### src/rtl/regfile_wb_arbiter_if.sv
// Writeback request/grant bundle between the execute/load units, the arbiter and register_file.
// The arbiter uses the slave side; requesters and status consumers use the master side.
interface regfile_wb_arbiter_if #(
    parameter int DATA_WIDTH = 32,
    parameter int ADDR_WIDTH = 5,
    parameter int CNT_WIDTH  = 16
);
    logic                  stall;
    logic                  alu_valid;
    logic                  alu_ready;
    logic [ADDR_WIDTH-1:0] alu_addr;
    logic [DATA_WIDTH-1:0] alu_data;
    logic                  lsu_valid;
    logic                  lsu_ready;
    logic [ADDR_WIDTH-1:0] lsu_addr;
    logic [DATA_WIDTH-1:0] lsu_data;
    logic                  write_enable;
    logic [ADDR_WIDTH-1:0] write_addr;
    logic [DATA_WIDTH-1:0] write_data;
    logic                  init_done;
    logic [CNT_WIDTH-1:0]  conflict_cnt;

    modport master (
        output stall, alu_valid, alu_addr, alu_data, lsu_valid, lsu_addr, lsu_data,
        input  alu_ready, lsu_ready, write_enable, write_addr, write_data,
               init_done, conflict_cnt
    );

    modport slave (
        input  stall, alu_valid, alu_addr, alu_data, lsu_valid, lsu_addr, lsu_data,
        output alu_ready, lsu_ready, write_enable, write_addr, write_data,
               init_done, conflict_cnt
    );
endinterface

### src/rtl/regfile_wb_arbiter.sv
// Sole owner of the register_file write port: writes sp/gp after reset, then
// round-robin arbitrates ALU and LSU writebacks onto one registered write port.
module regfile_wb_arbiter #(
    parameter int                    DATA_WIDTH = 32,
    parameter int                    ADDR_WIDTH = 5,
    parameter logic [DATA_WIDTH-1:0] SP_INIT    = 32'h0000_1000,
    parameter logic [DATA_WIDTH-1:0] GP_INIT    = 32'h0000_0800,
    parameter int                    CNT_WIDTH  = 16
) (
    input  logic                 clk,
    input  logic                 rst,
    regfile_wb_arbiter_if.slave  wb_if
);

    typedef enum logic [1:0] {
        INIT_SP,
        INIT_GP,
        RUN
    } state_e;

    state_e                state_q, state_d;
    logic                  we_q, we_d;
    logic [ADDR_WIDTH-1:0] waddr_q, waddr_d;
    logic [DATA_WIDTH-1:0] wdata_q, wdata_d;
    logic                  init_done_q, init_done_d;
    logic [CNT_WIDTH-1:0]  cnt_q, cnt_d;
    logic                  rr_q, rr_d;
    logic                  canGrant;
    logic                  aluGrant;
    logic                  lsuGrant;
    logic                  conflict;

    always_ff @(posedge clk) begin
        if (!rst) begin
            state_q     <= INIT_SP;
            we_q        <= 1'b0;
            waddr_q     <= '0;
            wdata_q     <= '0;
            init_done_q <= 1'b0;
            cnt_q       <= '0;
            rr_q        <= 1'b0;
        end else begin
            state_q     <= state_d;
            we_q        <= we_d;
            waddr_q     <= waddr_d;
            wdata_q     <= wdata_d;
            init_done_q <= init_done_d;
            cnt_q       <= cnt_d;
            rr_q        <= rr_d;
        end
    end

    // rr_q names the requester that wins a tie: 0 = ALU, 1 = LSU.
    always_comb begin
        canGrant = (state_q == RUN) && !wb_if.stall;
        aluGrant = canGrant && wb_if.alu_valid && (!wb_if.lsu_valid || !rr_q);
        lsuGrant = canGrant && wb_if.lsu_valid && (!wb_if.alu_valid || rr_q);
        conflict = (wb_if.alu_valid && !aluGrant) || (wb_if.lsu_valid && !lsuGrant);

        state_d     = state_q;
        we_d        = 1'b0;
        waddr_d     = waddr_q;
        wdata_d     = wdata_q;
        init_done_d = init_done_q;
        cnt_d       = cnt_q;
        rr_d        = rr_q;

        unique case (state_q)
            INIT_SP: begin
                we_d    = 1'b1;
                waddr_d = ADDR_WIDTH'(2);
                wdata_d = SP_INIT;
                state_d = INIT_GP;
            end
            INIT_GP: begin
                we_d        = 1'b1;
                waddr_d     = ADDR_WIDTH'(3);
                wdata_d     = GP_INIT;
                state_d     = RUN;
                init_done_d = 1'b1;
            end
            RUN: begin
                if (aluGrant) begin
                    we_d    = (wb_if.alu_addr != '0);
                    waddr_d = wb_if.alu_addr;
                    wdata_d = wb_if.alu_data;
                    rr_d    = 1'b1;
                end else if (lsuGrant) begin
                    we_d    = (wb_if.lsu_addr != '0);
                    waddr_d = wb_if.lsu_addr;
                    wdata_d = wb_if.lsu_data;
                    rr_d    = 1'b0;
                end
                if (conflict && (cnt_q != {CNT_WIDTH{1'b1}})) begin
                    cnt_d = cnt_q + {{(CNT_WIDTH-1){1'b0}}, 1'b1};
                end
            end
            default: begin
                state_d = INIT_SP;
            end
        endcase
    end

    assign wb_if.alu_ready    = aluGrant;
    assign wb_if.lsu_ready    = lsuGrant;
    assign wb_if.write_enable = we_q;
    assign wb_if.write_addr   = waddr_q;
    assign wb_if.write_data   = wdata_q;
    assign wb_if.init_done    = init_done_q;
    assign wb_if.conflict_cnt = cnt_q;

endmodule

### src/flat_wrapper.sv
// flat-port wrapper written by rule: the top's interface ports become plain ports
module regfile_wb_arbiter_flat 
#(
    parameter int                    DATA_WIDTH = 32,
    parameter int                    ADDR_WIDTH = 5,
    parameter logic [DATA_WIDTH-1:0] SP_INIT    = 32'h0000_1000,
    parameter logic [DATA_WIDTH-1:0] GP_INIT    = 32'h0000_0800,
    parameter int                    CNT_WIDTH  = 16
)
  (clk, rst, wb_if_stall, wb_if_alu_valid, wb_if_alu_addr, wb_if_alu_data, wb_if_lsu_valid, wb_if_lsu_addr, wb_if_lsu_data, wb_if_alu_ready, wb_if_lsu_ready, wb_if_write_enable, wb_if_write_addr, wb_if_write_data, wb_if_init_done, wb_if_conflict_cnt);
  regfile_wb_arbiter_if #(.DATA_WIDTH(DATA_WIDTH), .ADDR_WIDTH(ADDR_WIDTH), .CNT_WIDTH(CNT_WIDTH)) wb_if_i ();
  input  logic clk;
  input  logic rst;
  input wire logic [$bits(wb_if_i.stall)-1:0] wb_if_stall;
  input wire logic [$bits(wb_if_i.alu_valid)-1:0] wb_if_alu_valid;
  input wire logic [$bits(wb_if_i.alu_addr)-1:0] wb_if_alu_addr;
  input wire logic [$bits(wb_if_i.alu_data)-1:0] wb_if_alu_data;
  input wire logic [$bits(wb_if_i.lsu_valid)-1:0] wb_if_lsu_valid;
  input wire logic [$bits(wb_if_i.lsu_addr)-1:0] wb_if_lsu_addr;
  input wire logic [$bits(wb_if_i.lsu_data)-1:0] wb_if_lsu_data;
  output wire logic [$bits(wb_if_i.alu_ready)-1:0] wb_if_alu_ready;
  output wire logic [$bits(wb_if_i.lsu_ready)-1:0] wb_if_lsu_ready;
  output wire logic [$bits(wb_if_i.write_enable)-1:0] wb_if_write_enable;
  output wire logic [$bits(wb_if_i.write_addr)-1:0] wb_if_write_addr;
  output wire logic [$bits(wb_if_i.write_data)-1:0] wb_if_write_data;
  output wire logic [$bits(wb_if_i.init_done)-1:0] wb_if_init_done;
  output wire logic [$bits(wb_if_i.conflict_cnt)-1:0] wb_if_conflict_cnt;
  assign wb_if_i.stall = wb_if_stall;
  assign wb_if_i.alu_valid = wb_if_alu_valid;
  assign wb_if_i.alu_addr = wb_if_alu_addr;
  assign wb_if_i.alu_data = wb_if_alu_data;
  assign wb_if_i.lsu_valid = wb_if_lsu_valid;
  assign wb_if_i.lsu_addr = wb_if_lsu_addr;
  assign wb_if_i.lsu_data = wb_if_lsu_data;
  assign wb_if_alu_ready = wb_if_i.alu_ready;
  assign wb_if_lsu_ready = wb_if_i.lsu_ready;
  assign wb_if_write_enable = wb_if_i.write_enable;
  assign wb_if_write_addr = wb_if_i.write_addr;
  assign wb_if_write_data = wb_if_i.write_data;
  assign wb_if_init_done = wb_if_i.init_done;
  assign wb_if_conflict_cnt = wb_if_i.conflict_cnt;
  regfile_wb_arbiter #(.DATA_WIDTH(DATA_WIDTH), .ADDR_WIDTH(ADDR_WIDTH), .SP_INIT(SP_INIT), .GP_INIT(GP_INIT), .CNT_WIDTH(CNT_WIDTH)) u_core (.clk(clk), .rst(rst), .wb_if(wb_if_i));
endmodule
### config.mk
export PLATFORM = sky130hd
export DESIGN_NAME = regfile_wb_arbiter_flat
export DESIGN_NICKNAME = d
export VERILOG_FILES = /design/src/rtl/regfile_wb_arbiter_if.sv /design/src/rtl/regfile_wb_arbiter.sv /design/src/flat_wrapper.sv
export SDC_FILE = /design/constraint.sdc
export NUM_CORES = 1
export LEC_CHECK = 0
export ABC_AREA = 1
export CORE_ASPECT_RATIO = 1.5
export CORE_MARGIN = 2
export CORE_UTILIZATION = 47
export CTS_BUF_LIST = sky130_fd_sc_hd__clkbuf_8 sky130_fd_sc_hd__clkbuf_16
export DETAILED_ROUTE_END_ITERATION = 7
export GPL_TIMING_DRIVEN = 0
export PLACE_DENSITY = 0.87
export SKIP_LAST_GASP = 1
export SYNTH_ARGS = -nofsm -noshare
export SYNTH_HDL_FRONTEND = slang
export SYNTH_SLANG_ARGS = --single-unit
### constraint.sdc
create_clock -name clk -period 3.7 [get_ports clk]
set_input_delay 1.11 -clock clk [delete_from_list [all_inputs] [get_ports clk]]
set_output_delay 1.11 -clock clk [all_outputs]
set_load 0.01 [all_outputs]
-- Word level (Yosys, flattened, before mapping)
Index checks and enable logic that the tools add are counted.
- add/sub/neg operators: 1
- reduce and logical (&&, ||, !) cells: 26
- multiplexer cells: 12
- equal/unequal tests: 4
- operators with widths (kind ; count):
    32-bit case mux with 3 select lines ; 1
    32-bit 2-to-1 mux ; 2
    16-bit by 1-bit adder with 16-bit output, second input constant ; 1
    16-bit != test, second input constant ; 1
    5-bit case mux with 3 select lines ; 1
    5-bit 2-to-1 mux ; 2
    5-bit nonzero test ; 2
    1-bit logical AND ; 8
    1-bit zero test ; 6
    2-bit case mux with 3 select lines ; 1
    2-bit AND reduction ; 3
    1-bit 2-to-1 mux ; 4
    1-bit logical OR ; 3
    3-bit != test, second input constant ; 1
    3-bit nonzero test ; 1
    2-bit by 1-bit equality test with 1-bit output, second input constant ; 1
    2-bit equality test, second input constant ; 1
    2-bit zero test ; 1
    1-bit case mux with 2 select lines ; 1
    2-bit nonzero test ; 1
    2-bit OR reduction ; 1
- output and inout port bits: 57
- register bits after elaboration: 58
- bits of input ports: 79

-- Depth between registers and ports, before layout
Gate-level depths: netlist of the first run.
- depth after elaboration: 9
- gate-level depth with buffers: 12
- gate-level depth less buffers: 10

-- Worst setup path before layout of the first run
Ideal clock, no wire load.
- kind: input to output
- start point: input port wb_if_alu_valid
- end point: output port wb_if_alu_ready
- data required time: 2.590 ns
- path buffers: 2
- setup slack: 0.908 ns
- cell stages on the path: 4
- data arrival time: 1.682 ns
- path through: buf_4 -> nand4_4 -> inv_2 -> buf_2
- longest elaborated chain between the ends: 2
- ends and longest elaborated chain (element ; line ; source):
    start: declaration ; flat_wrapper.sv:15 ; input wire logic [$bits(wb_if_i.alu_valid)-1:0] wb_if_alu_valid;
    1-bit logical AND (2 in series) ; regfile_wb_arbiter.sv:56 ; aluGrant = canGrant && wb_if.alu_valid && (!wb_if.lsu_valid || !rr_q);
    end: declaration ; flat_wrapper.sv:21 ; output wire logic [$bits(wb_if_i.alu_ready)-1:0] wb_if_alu_ready;
Every way passes these cells.

-- Final worst setup path of the first run
- start point: input port wb_if_lsu_valid
- end point: output port wb_if_alu_ready
- longest elaborated chain between the ends: 3
- ends and longest elaborated chain (element ; line ; source):
    start: declaration ; flat_wrapper.sv:18 ; input wire logic [$bits(wb_if_i.lsu_valid)-1:0] wb_if_lsu_valid;
    1-bit zero test ; regfile_wb_arbiter.sv:56 ;
    1-bit logical OR ; regfile_wb_arbiter.sv:56 ;
    1-bit logical AND ; regfile_wb_arbiter.sv:56 ;
Every way passes these cells.

==> key figures, run 1 <==
STA
  – Min Hold Slack: 0.463 ns
  – Rel. slew slack: 0.593
  – Max-slew violations: 0
  – Clk_skew: 0.00610 ns
  – Fin crit period: 3.67 ns
  – Final WS setup: 0.0334 ns
  – FMAX: 0.273 GHz
  – Final setup violation count: 0
  – Tightest Pin Transition: 0.610 ns
  – Setup TNS: 0 ns
  – Final Cycle Share: 0.991
  – Final Hold Vio Count: 0

Critical path
  – Critical path class: input pin to output pin
  – Crit-path max FO: 6
  – CP Launch Type: input pin
  – CP endpoint kind: output pin
  – CP Data Arrival Time: 2.56 ns
  – WP data required: 2.59 ns

Pwr
  – Final Total Pwr: 2540 uW
  – Worst-case vdd ir drop: 252 uV
  – Power per cell area: 511 nW/um^2
  – Leakage: 0.00195 uW

Layout
  – Fraction of layout cells with a size suffix above 1: 0.108
  – ANT cells: 0
  – Most frequent cells in the layout: nand2_1, clkdlybuf4s50_1, nor2_1
  – Area grow syn2layout: 51.3%
  – Most common cell after layout, fill and taps aside: nand2_1
  – Final #Nets: 737
  – Layout Cells excl Fill: 735

Synthesis
  – Post-synthesis xor/xnor area fraction: 0.0240
  – Syn Nets: 588
  – Synth Area in Adders: 0.0191
  – Mux cell area share after synthesis: 0
  – Combinational family with the most area after synthesis: simple AND/OR/NAND/NOR gates
  – Yosys reg bits: 58
  – Synth Area in Simple Gates: 0.354
  – Compound-Gate Fraction of Synth Area: 0.159
  – Synth Instances: 504
  – Distinct cells, synth: 30
  – Post-synthesis sequential area ratio: 0.354
  – Syn avg cell area: 6.51 um^2
  – Cell Area, Synth: 3280 um^2
  – Warnings from Yosys: 0

Global route
  – Pin count of the biggest net entering global routing: 16
  – Tot GR Track Use: 0.280
  – Vias in the first global route: 3620
  – Grt ovf: 0
  – Initial antenna violation count: 0
  – First-pass GRT wire length: 17.1 mm

Routing
  – Met3 WL: 729 um
  – DRT met1 WL: 4.16 mm
  – DRT Wirelength: 10.7 mm
  – Highest routing layer actually used: met4
  – DR vias/cell: 5.17
  – Vias post-DR: 3803
  – Final ANT Viol Nets: 0
  – DRC: 0
  – Avg WL per Cell: 14.6 um
  – DRT iter0 DRCs: 308
  – Met2 Wirelength: 5.48 mm
  – Detailed Routing Iterations Pass 1: 4

Clock network
  – CTS tree: yes
  – CTS Buffer Depth: 2
  – Clk slew on worst S/H paths: 0.06 ns
  – CTS Sinks: 58
  – Root Driver: clkbuf_8
  – CTS Buf Count: 9
  – H-tree depth reported by CTS: 3
  – Clock Latency Late Sink: 0.33 ns

Die
  – Starting density of the core: 0.482
  – Cell Rows: 37
  – Die area: 7680 um^2
  – IO Pins: 136
  – Die Ht: 106 um
  – Core ar.: 6810 um^2
  – DIE WIDTH: 72.2 um

Outcome
  – Status: completed

Placed design
  – Routability cong.: 0.912
  – Detailed Place HPWL: 8.21 mm
  – Setup WS pre-CTS: -0.287 ns
  – DP Cell Count: 716
  – PortBufs: 134

Flow run
  – MaxCap Viol Count: 0

Min path
  – Hold Path Class: flip-flop to flip-flop
-- cell usage after synthesis, drive strengths merged --
library cell,number,area share
a211oi,1,0.0023
a21oi,56,0.097
buf,19,0.039
clkbuf,8,0.0092
clkinv,1,0.0011
dfxtp,58,0.35
ha,5,0.019
inv,35,0.040
nand2,150,0.18
nand3,17,0.031
nand3b,1,0.0023
nand4,11,0.026
nor2,90,0.11
nor3,4,0.0076
o21ai,38,0.058
o21bai,1,0.0023
xnor2,5,0.013
xor2,4,0.011
-- timing repair --
item / in CTS / in global routing
endpoints found under the setup margin: 1 / 2
resized for setup: 2 / 1
pin swaps: 0 / 1
endpoints found under the hold margin: 0 / 0
hold buffers: 0 / 0
buffers inserted: 1 / 4
-- power breakdown --
group	internal [uW]	leakage [uW]	switching, uW	total, uW
clock network	359	0.000110	235	593
registers	759	0.000472	71.1	830
logic	520	0.00136	592	1110
total	1640	0.00195	898	2540
-- critical path, cell delays in order --
cell and delay (ns):
clkdlybuf4s50_1 0.47, nand2_2 0.16, nand4_4 0.18, inv_6 0.10, clkdlybuf4s50_1 0.53
-- through the flow --
stage                     area (um^2)   util
after global routing             4960  0.729
after floorplan                  3280      -
after global placement           4720  0.694
after CTS                        4930  0.725
after detailed placement         4720  0.694
final                            4960  0.729
-- cell families after synthesis --
group	count (synthesis)
buf+inv	63
xor+xnor	9
fa+ha+maj	5
simple gates	273
compound gates	96
flops	58
-- layer usage --
metal,GRT usage,vias up
met5,0,-
met2,0.516,137
met1,0.293,1738
met3,0.0673,24
met4,0.121,0
li1,-,1904
-- cell type report --
cell class	instances	area [um^2]
multi-input cells	383	1830
fillers	560	1840
repair buffers	139	1380
clock inverters	3	38.8
inverters	36	140
plain buffers	26	153
clock buffers	12	165
well taps	78	97.6
flip-flops and latches	58	1160
-- final timing paths --
kind	depth (start not counted)	end	slack, ns	startpoint
max	5	wb_if_alu_ready	0.03	wb_if_lsu_valid
min	2	u_core.wb_if.write_data[12]	0.46	u_core.wb_if.write_data[12]
max reg2reg	11	u_core.wb_if.write_data[16]	1.72	u_core.state_q[0]
min reg2reg	2	u_core.wb_if.write_data[12]	0.46	u_core.wb_if.write_data[12]
-- flip-flops by register name, indices dropped and copies added, names as in the netlist --
register                   count
u_core.wb_if.conflict_cnt     16
u_core.state_q                 2
u_core.wb_if.write_data       32
u_core.rr_q                    1
u_core.wb_if.write_addr        5
u_core.wb_if.write_enable      1
u_core.wb_if.init_done         1
Power figures use the tool's default switching activity.
==> run 2, diff against run 1 <==
==> constraint.sdc (replaced) <==
create_clock -name clk -period 3.7 [get_ports clk]
set_input_delay 1.11 -clock clk [delete_from_list [all_inputs] [get_ports clk]]
set_output_delay 1.11 -clock clk [all_outputs]
set_load 0.1 [all_outputs]
==> run 2 against run 1 <==
  * Clock power rose by 0.8%
  * Critical path depth unchanged
  * Sequential cell count stayed put
  * Register-to-register slack lost 0.02 ns
  * Cell count down 0.68%
  * Power increased by 32%
==> key figures, run 2 (synthesis gave the netlist of run 1 again) <==
Routing
  – DRT Wirelength: 10.6 mm (-0.97%)
  – DRC: 0 (unchanged)
  – Vias post-DR: 3784 (-0.50%)
  – Final ANT Viol Nets: 0 (unchanged)
  – Detailed Routing Iterations Pass 1: 4 (unchanged)
  – DR vias/cell: 5.18 (+0.18%)
  – Avg WL per Cell: 14.5 um (-0.29%)
  – DRT iter0 DRCs: 301 (-2.3%)

Critical path
  – Slowest-stage cell, CP: clkdlybuf4s50_1
  – Worst path cell trace: clkdlybuf4s50_1 > nand2_2 > nand4_4 > inv_2 > buf_8
  – Slowest Stage Delay on Critical Path: 0.47 ns (-0.06 ns)
  – Critical path class: input pin to output pin
  – Reg2Reg Depth: 10 (-1)
  – WP data required: 2.59 ns (about the same)
  – Cell family with most CP delay: buffers and inverters
  – CP Data Arrival Time: 2.44 ns (-0.12 ns)
  – Critical Path Stages: 5 (unchanged)
  – CP Buf/Inv Count: 3 (unchanged)
  – Crit-path max FO: 16 (+10)
  – CP Launch Type: input pin
  – CP endpoint kind: output pin

Die
  – Die Ht: 106 um (unchanged)
  – Core ar.: 6810 um^2 (unchanged)
  – DIE WIDTH: 72.2 um (unchanged)
  – Starting density of the core: 0.482 (unchanged)
  – Cell Rows: 37 (unchanged)
  – IO Pins: 136 (unchanged)
  – Die area: 7680 um^2 (unchanged)

STA
  – Max-slew violations: 0 (unchanged)
  – Clk_skew: 0.00734 ns (+0.00124 ns)
  – Tightest Pin Transition: 1.03 ns (+0.423 ns)
  – RSZ-0062 raised after global routing: false
  – Fin crit period: 3.55 ns (-0.113 ns)
  – FMAX: 0.281 GHz (+3.2%)
  – Final setup violation count: 0 (unchanged)
  – Rel. slew slack: 0.310 (-0.284)
  – Final Cycle Share: 0.960 (-0.0307)
  – Final Hold Vio Count: 0 (unchanged)
  – Setup TNS: 0 ns (unchanged)

Layout
  – Most frequent cells in the layout: nand2_1, clkdlybuf4s50_1, nor2_1
  – Fraction of layout cells with a size suffix above 1: 0.104 (-0.00377)
  – Filler cells: 572 (+2.1%)
  – Most common cell after layout, fill and taps aside: nand2_1
  – Post-route cell area: 4920 um^2 (-0.91%)
  – Largest register FFs: 32 (unchanged)
  – Final #Nets: 732 (-0.68%)
  – Reg area: 1160 um^2 (unchanged)
  – Area of the multi-input gates: 1830 um^2 (unchanged)
  – ANT cells: 0 (unchanged)
  – Area grow syn2layout: 49.9%

Global route
  – Grt ovf: 0 (unchanged)
  – Tot GR Track Use: 0.279 (-0.00136)
  – Initial antenna violation count: 0 (unchanged)
  – Pin count of the biggest net entering global routing: 11 (-5)
  – Vias in the first global route: 3622 (+0.055%)
  – First-pass GRT wire length: 17.0 mm (-0.36%)

Clock network
  – Setup Buffers After CTS: 0 (-1)
  – Hold_buf cts: 0 (unchanged)
  – CTS Buf Count: 9 (unchanged)
  – Root Driver: clkbuf_8
  – CTS Buffer Depth: 2 (unchanged)
  – Clock Latency Late Sink: 0.34 ns (about the same)
  – H-tree depth reported by CTS: 3 (unchanged)
  – CTS tree: yes
  – CTS Sinks: 58 (unchanged)
  – Clk slew on worst S/H paths: 0.07 ns (about the same)

Outcome
  – Status: completed

Pwr
  – Power per cell area: 683 nW/um^2 (+34%)
  – Leakage: 0.00191 uW (-1.7%)
  – Worst-case vdd ir drop: 344 uV (+36%)

Placed design
  – PortBufs: 134 (unchanged)
  – Placed cell areas: 4720 um^2 (unchanged)
  – Routability cong.: 0.912 (unchanged)
  – Detailed Place HPWL: 8.21 mm (unchanged)

Min path
  – WHS Path Cells: 2 (unchanged)
  – Hold Path Class: flip-flop to flip-flop

Flow run
  – MaxCap Viol Count: 0 (unchanged)
## run 2: cell count changes in the layout (fill, tap and decap cells not counted), sizes merged
cell / before / now
buf: 23 / 20
clkdlybuf4s50: 133 / 132
dlymetal6s2s: 1 / 0
## run 2: what timing repair did
item,in CTS,in global routing
hold endpoints to repair,0,0
pin swaps,0,0
setup endpoints to repair,2,2
resized for setup,8,6
## run 2: area by class of cell
type,instances,area share
buffer,26,0.0310
clock buffer,12,0.0336
clock inverter,3,0.00789
inverter,36,0.0275
multi-input combinational,383,0.371
sequential,58,0.236
tap,78,0.0198
timing repair buffer,134,0.273
## run 2: worst register-to-register path, stage by stage, from the launching register on
cell and delay (ns):
dfxtp_1 0.33, inv_1 0.11, ha_1 0.17, buf_6 0.16
nand4_4 0.18, inv_2 0.29, buf_2 0.28, nand2_1 0.07
a21oi_1 0.18, nor2_1 0.06, nor2_1 0.11
## run 2: where the power goes
part | switching, uW | leakage (uW) | internal (uW)
sequential | 70.2 | 0.000472 | 759
clock | 239 | 0.000110 | 359
combinational | 1420 | 0.00133 | 511
total | 1730 | 0.00191 | 1630
## run 2: worst paths after layout
check	start	endpoint	slack, ns
worst max register to register	u_core.state_q[0]	u_core.wb_if.write_data[16]	1.70
worst max-delay path	wb_if_lsu_valid	wb_if_alu_ready	0.15
worst min register to register	u_core.wb_if.write_data[12]	u_core.wb_if.write_data[12]	0.46
worst min-delay path	u_core.wb_if.write_data[12]	u_core.wb_if.write_data[12]	0.46
## run 2: routing by layer
metal  global-route usage  routed length [um]
met1                0.291                4070
met4                0.119                 278
met3               0.0701                 802
met5                    0                   0
met2                0.513                5440
## run 2: per-stage QoR
step           instances  power [uW]  hold WS, ns  setup WS, ns  utilization
3_3_place_gp         716        2730        0.455        -0.856        0.694
2_1_floorplan        504        2270        0.478         0.558            -
3_5_place_dp         716        2760        0.455        -0.886        0.694
4_1_cts              731        3360        0.465        -0.179        0.723
6_report             730        3360        0.463         0.147        0.723
5_1_grt              730        3520        0.500        0.0827        0.723
